### src/rtl/blink_monitor.sv
// Measures the period of an asynchronous square wave in clk cycles, declares
// lock after LOCK_COUNT consecutive in-tolerance periods and flags a stuck input.
module blink_monitor #(
    parameter int unsigned BOARD_CLOCK_FREQUENCY_IN_HZ = 100_000_000,
    parameter int unsigned EXPECTED_FREQUENCY_IN_HZ    = 1,
    parameter int unsigned TOLERANCE_PERCENT           = 5,
    parameter int unsigned LOCK_COUNT                  = 2,
    localparam int unsigned EXPECTED_PERIOD = BOARD_CLOCK_FREQUENCY_IN_HZ / EXPECTED_FREQUENCY_IN_HZ,
    localparam int unsigned TOL             = EXPECTED_PERIOD * TOLERANCE_PERCENT / 100,
    localparam int unsigned TIMEOUT         = 2 * EXPECTED_PERIOD,
    localparam int unsigned PW              = $clog2(TIMEOUT + 1)
) (
    input  logic          clk,
    input  logic          rst,
    input  logic          blink_in,
    output logic [PW-1:0] period_cycles,
    output logic          period_valid,
    output logic          locked,
    output logic          stuck,
    output logic [1:0]    state_dbg
);

    localparam int unsigned GW = $clog2(LOCK_COUNT + 1);

    localparam logic [PW-1:0] TIMEOUT_C = PW'(TIMEOUT);
    localparam logic [PW-1:0] LO_C      = PW'(EXPECTED_PERIOD - TOL);
    localparam logic [PW-1:0] HI_C      = PW'(EXPECTED_PERIOD + TOL);
    localparam logic [GW-1:0] LOCK_C    = GW'(LOCK_COUNT);

    // state_dbg encoding: 0 = IDLE, 1 = ARMED, 2 = LOCKED
    typedef enum logic [1:0] {
        IDLE   = 2'd0,
        ARMED  = 2'd1,
        LOCKED = 2'd2
    } state_t;

    state_t        state_q, state_d;
    logic [GW-1:0] good_q, good_d;
    logic [PW-1:0] period_d;
    logic          valid_d, locked_d, stuck_d;

    logic          sync0, sync1, hist;
    logic          rise;
    logic [PW-1:0] cnt;
    logic          good;
    logic          timeout;

    always_ff @(posedge clk or posedge rst) begin
        if (rst) begin
            sync0 <= 1'b0;
            sync1 <= 1'b0;
            hist  <= 1'b0;
        end else begin
            sync0 <= blink_in;
            sync1 <= sync0;
            hist  <= sync1;
        end
    end

    assign rise = sync1 & ~hist;

    // cnt equals the rise-to-rise distance on the cycle of the second rise
    always_ff @(posedge clk or posedge rst) begin
        if (rst) begin
            cnt <= '0;
        end else if (rise) begin
            cnt <= PW'(1);
        end else if (cnt != TIMEOUT_C) begin
            cnt <= cnt + PW'(1);
        end
    end

    assign good    = (cnt >= LO_C) && (cnt <= HI_C);
    assign timeout = (cnt == TIMEOUT_C);

    always_ff @(posedge clk or posedge rst) begin
        if (rst) begin
            state_q       <= IDLE;
            good_q        <= '0;
            period_cycles <= '0;
            period_valid  <= 1'b0;
            locked        <= 1'b0;
            stuck         <= 1'b0;
        end else begin
            state_q       <= state_d;
            good_q        <= good_d;
            period_cycles <= period_d;
            period_valid  <= valid_d;
            locked        <= locked_d;
            stuck         <= stuck_d;
        end
    end

    always_comb begin
        state_d  = state_q;
        good_d   = good_q;
        period_d = period_cycles;
        valid_d  = 1'b0;
        locked_d = locked;
        stuck_d  = stuck;
        case (state_q)
            IDLE: begin
                if (rise) begin
                    state_d = ARMED;
                    stuck_d = 1'b0;
                    good_d  = '0;
                end
            end
            ARMED: begin
                if (rise) begin
                    period_d = cnt;
                    valid_d  = 1'b1;
                    if (good) begin
                        good_d = good_q + GW'(1);
                        if (good_q + GW'(1) >= LOCK_C) begin
                            good_d   = LOCK_C;
                            state_d  = LOCKED;
                            locked_d = 1'b1;
                        end
                    end else begin
                        good_d = '0;
                    end
                end else if (timeout) begin
                    state_d  = IDLE;
                    stuck_d  = 1'b1;
                    locked_d = 1'b0;
                    good_d   = '0;
                end
            end
            LOCKED: begin
                if (rise) begin
                    period_d = cnt;
                    valid_d  = 1'b1;
                    if (!good) begin
                        state_d  = ARMED;
                        locked_d = 1'b0;
                        good_d   = '0;
                    end
                end else if (timeout) begin
                    state_d  = IDLE;
                    stuck_d  = 1'b1;
                    locked_d = 1'b0;
                    good_d   = '0;
                end
            end
            default: begin
                state_d  = IDLE;
                good_d   = '0;
                locked_d = 1'b0;
            end
        endcase
    end

    assign state_dbg = state_q;

endmodule

### config.mk
export PLATFORM = sky130hd
export DESIGN_NAME = blink_monitor
export DESIGN_NICKNAME = d
export VERILOG_FILES = /design/src/rtl/blink_monitor.sv
export SDC_FILE = /design/constraint.sdc
export NUM_CORES = 1
export LEC_CHECK = 0
export BUFFER_PORTS_ARGS = -buffer_cell sky130_fd_sc_hd__buf_4
export CAP_MARGIN = 20
export CORE_ASPECT_RATIO = 1.4
export CORE_MARGIN = 2
export CORE_UTILIZATION = 40
export DETAILED_ROUTE_END_ITERATION = 12
export PLACE_DENSITY_LB_ADDON = 0.25
export SYNTH_ARGS = -nofsm -noshare
export SYNTH_HDL_FRONTEND = slang
export SYNTH_SLANG_ARGS = --single-unit
### constraint.sdc
create_clock -name clk -period 3.5 [get_ports clk]
set_input_delay 0.35 -clock clk [delete_from_list [all_inputs] [get_ports clk]]
set_output_delay 0.35 -clock clk [all_outputs]
set_load 0.03 [all_outputs]
* Word level (Yosys, flattened, before mapping)
Index checks and enable logic that the tools add are counted.
** Word-level totals
- Input bits :: 3
- Bits in writable memories :: 0
- Register bits :: 66
- Memories kept :: 0
- Output and inout bits :: 33
- Bits in latches :: 0
- Logic and storage cells :: 69
- ROM bits :: 0
** Operators by class
- Bitwise logic cells :: 3
- Muxes and demuxes :: 31
- Multipliers :: 0
- Shift operators :: 0
- Order comparisons :: 3
- Reductions and logical operators :: 10
- Add/subtract/negate cells :: 2
- Equality and inequality tests :: 10
- Divide/modulo/power cells :: 0
** Operator list (count)
- $mux W28 :: 2
- $add A28 B1 Y28 const B :: 1
- $eq A28 B28 Y1 const B :: 1
- $ge A28 B27 Y1 const B :: 1
- $le A28 B27 Y1 const B :: 1
- $mux W2 :: 14
- $ne A28 B28 Y1 const B :: 1
- $pmux W2 S3 :: 2
- $reduce_and A4 Y1 :: 3
- $mux W1 :: 11
- $ne A3 B3 Y1 const B :: 3
- $ne A2 B2 Y1 const B :: 2
- $reduce_and A2 Y1 :: 2
- $reduce_bool A2 Y1 :: 2
- $pmux W1 S3 :: 1
- $add A2 B1 Y2 const B :: 1
- $eq A2 B1 Y1 const B :: 1
- $eq A2 B2 Y1 const B :: 1
- $ge A2 B2 Y1 const B :: 1
- $logic_not A2 Y1 :: 1
- $ne A2 B1 Y1 const B :: 1
- $not A1 Y1 :: 2
- $pmux W1 S2 :: 1
- $reduce_or A2 Y1 :: 1
- 2 further kinds :: 2

* Depth between registers and ports, before layout
- Depth after elaboration :: 6
- Mapped depth :: 9
- Depth with buffers taken out :: 9

* Worst setup path after synthesis
No wires, ideal clock.
- Path type :: register -> register
- Start point :: register cnt[20]
- End point :: register state_q[1] (netlist: state_dbg[1])
- Arrival time :: 2509 ps
- Required time :: 3381 ps
- Setup slack :: 872 ps
- Stages on the path, launching flop included :: 8
- Clock period less this slack :: 2628 ps
- Library setup time :: 119 ps
- Buffers on the path :: 1
- Cell sequence :: dfrtp_1 -> buf_6 -> or4_4 -> or4_4 -> a2111o_1 -> a221oi_4 -> o22ai_1 -> o21a_1
** On the way
- Word-level cells in the longest chain between the ends :: 4
- Elaborated cells on any way between the ends :: 11
- Those cells by class :: 2 x order compare; 3 x eq/ne; 4 x mux; 2 x reduce/logical
** RTL lines
- from (decl) :: line 44 : logic [PW-1:0] cnt;
- from (signal assigned) :: line 69 : cnt <= cnt + PW'(1);
- $ge A28 B27 Y1, or another cell as far along :: line 73 : assign good = (cnt >= LO_C) && (cnt <= HI_C);
- $logic_and A1 B1 Y1 or $mux W2 (tied branches)
- $ne A3 B3 Y1 (no line), or another cell as far along
- $reduce_and A4 Y1 (no line) or $pmux W2 S3 (tied branches)
- to (signal assigned) :: line 85 : state_q <= state_d;
- to (decl) :: line 37 : state_t state_q, state_d;
Several ways; a longest one is shown, not always the timed one.
A chain may end at the register's enable or synchronous reset.

* Worst setup path in the final report
- Start point :: register cnt[0]
- End point :: register state_q[1] (netlist: state_dbg[1])
The elaborated chain is that of the path after synthesis.

==> results.yml <==
timing:
  finalClockSkew_ns: 0.00767
  slew_viol_final: 0
  slew_headroom_pct: 63.3
  grt_setup_unrepaired: "false"
  max_freq_mhz: 347
  fin_ws_ns: 0.618
  fin_crit_ns: 2.88
  worstMarginPinSlew_ns: 0.549
  tns_ns: 0
  hold_viol: 0
  fin_crit_sh_pct: 82.3
  setup_viol: 0
yosys:
  syn_area_per_cell_sq_um: 10.6
  netlist_instances: 307
  synthArstFlopShare_pct: 100
  synth_edf_count: 0
  syn_area_sq_um: 3250
  ys_seq_area_share_pct: 50.9
  syn_nets: 317
  ys_seq_elements: 66
  post_synth_num_cell_types: 48
  synth_warnings: 0
  synth_ff_type: "dfrtp_1"
critical_path:
  path_class: "reg2reg"
  endpoint_kind: "flop"
  r2r-start: "cnt[0]$_DFFE_PP0P_"
  start_kind: "flop"
  critPathLaunch: "cnt[0]$_DFFE_PP0P_"
  path_max_fanout: 6
  crit_arrival_ns: 3.12
  r2r_end: "state_dbg[1]$_DFFE_PP0P_"
  crit_path_end: "state_dbg[1]$_DFFE_PP0P_"
  crit_required_ns: 3.74
  rrSetupSlack_ns: 0.62
  r2r_cells: 9
clock_tree:
  cts.sinks: 66
  cts_tree: "built"
  clock-root-buffer: "clkbuf_8"
  worstSkewPairLatency_ns: 0.34
  cts_buffers: 9
  clk_pin_slew_ns: 0.07
  htreeDepth: 3
  cts_resized: 0
  max-clock-path-buffers: 2
power:
  p_seq_share_pct: 43.3
  power_leakage_nw: 1.82
  p_switching_w: 0.000618
  p_per_area_nw_per_um2: 533
  vdd_drop_max_uv: 360
  pwr-share-comb_pct: 22.9
  power_frac_clock_pct: 33.8
  internal-power_w: 0.00143
  sw_frac_of_total_pct: 30.2
die:
  row_count: 38
  io_pins: 36
  fp.dieW_um: 80.1
  die_area_sq_um: 8860
  core_sq_um: 7800
  die_y_um: 111
  start_util_pct: 41.6
placed_design:
  dpl_worst_slack_ns: 0.636
  routabilityCongestion: 0.780
  portBuffers: 35
  placed_area_sq_um: 3590
  dp_hpwl_um: 4610
final_layout:
  mostFrequentLayoutCell: "dfrtp_1"
  fin_nets: 351
  final_cell_mix: "dfrtp_1 (66), buf_4 (39), nor2_1 (33)"
  fillCellCount: 755
  antenna_cells: 0
  area_growth_pct: 18.3
  fin_util_pct: 49.2
  drive_gt1_share_pct: 24.9
  final_cell_area_sq_um: 3840
route:
  num_vias: 2388
  first_pass_iters: 5
  antenna_left: 0
  drc: 0
  viasPerCell: 5.37
  drt_iter0_markers: 122
  wl_per_cell_um: 14.6
  routed_wl_um: 6510
global_routing:
  antenna_found_initial: 0
  grt_pass1_vias: 2299
  grt_max_degree: 52
  track_usage_pct: 16.1
  grt_pass1_wl_um: 11100
  gr-total-overflow: 0
hold_path:
  hp-class: "in2reg"
flow_run:
  cap_violations: 0
outcome:
  status: "finished clean"
[critical path: stages, from the launching register on]
cell and delay (ns):
dfrtp_1 0.43, inv_1 0.12, ha_1 0.15, nor4b_1 0.35, nand4_1 0.15, or4_4 0.52
a2111o_1 0.47, a221oi_4 0.32, o22ai_1 0.14, o21a_1 0.12
[registers in the layout (all words and copies together) (netlist names)]
name	count
sync0	1
good_q	2
cnt	28
sync1	1
state_dbg	2
period_cycles	28
stuck	1
period_valid	1
locked	1
hist	1
[synthesized netlist by cell type (6+ instances only)]
cell	number	share of area, %
nand3_1	10	1.5
nand2_1	22	2.5
mux2_2	24	8.3
xnor2_1	10	2.7
o21ai_0	9	1.4
nand4_1	12	2.3
inv_1	13	1.5
nor3_1	8	1.2
clkbuf_1	12	1.4
a21oi_1	7	1.1
ha_1	7	2.7
and3_1	6	1.2
xor2_1	15	4.0
nor2_1	33	3.8
dfrtp_1	66	51
[stage by stage]
stage / hold WS (ns) / power [W] / cells
floorplan: 0.331 / 0.00122 / 307
global placement: 0.335 / 0.00136 / 428
detailed placement: 0.338 / 0.00136 / 428
CTS: 0.0856 / 0.00207 / 443
global route: 0.0864 / 0.00216 / 445
finish: 0.110 / 0.00205 / 445
[power by group through the flow]
stage	clock (W)	sequential, W	combinational, W
4_1_cts	0.000712	0.000885	0.000470
3_5_place_dp	0	0.000897	0.000466
2_1_floorplan	0	0.000961	0.000258
6_report	0.000691	0.000886	0.000469
3_3_place_gp	0	0.000896	0.000460
5_1_grt	0.000751	0.000895	0.000512
[worst min path at each step]
stage	start	to	slack [ns]	cells past startpoint
after floorplan	sync0$_DFF_PP0_	sync1$_DFF_PP0_	0.33	0
after global placement	sync0$_DFF_PP0_	sync1$_DFF_PP0_	0.34	0
after detailed placement	sync0$_DFF_PP0_	sync1$_DFF_PP0_	0.34	0
after CTS	blink_in	sync0$_DFF_PP0_	0.09	1
after global routing	blink_in	sync0$_DFF_PP0_	0.09	1
final	blink_in	sync0$_DFF_PP0_	0.11	1
[final cells by class]
type / instances / area, sq um / share of cell area (%)
sequential: 66 / 1650 / 43.0
tap: 100 / 125 / 3.26
timing repair buffer: 41 / 323 / 8.41
multi-input combinational: 210 / 1470 / 38.3
clock buffer: 14 / 193 / 5.02
inverter: 13 / 48.8 / 1.27
clock inverter: 1 / 30.0 / 0.782
[cell families after synthesis]
logic type	synth area share (%)
compound gates	8.29
simple gates	18.8
mux	8.64
buf+inv	3.93
flops	50.9
xor+xnor	6.75
fa+ha+maj	2.70
[layer usage]
| metal | part of all wire, % | track usage (%) |
|---|---|---|
| met5 | 0 | 0 |
| met4 | 2.0 | 6.10 |
| met3 | 3.8 | 4.82 |
| met2 | 51 | 27.1 |
| met1 | 43 | 19.1 |
[what timing repair did]
action,4_1_cts,5_1_grt
endpoints found under the hold margin,0,14
hold buffers,0,1
buffers inserted,0,0
setup endpoints to repair,0,0
Note: power is estimated with default switching activity, not from simulation.
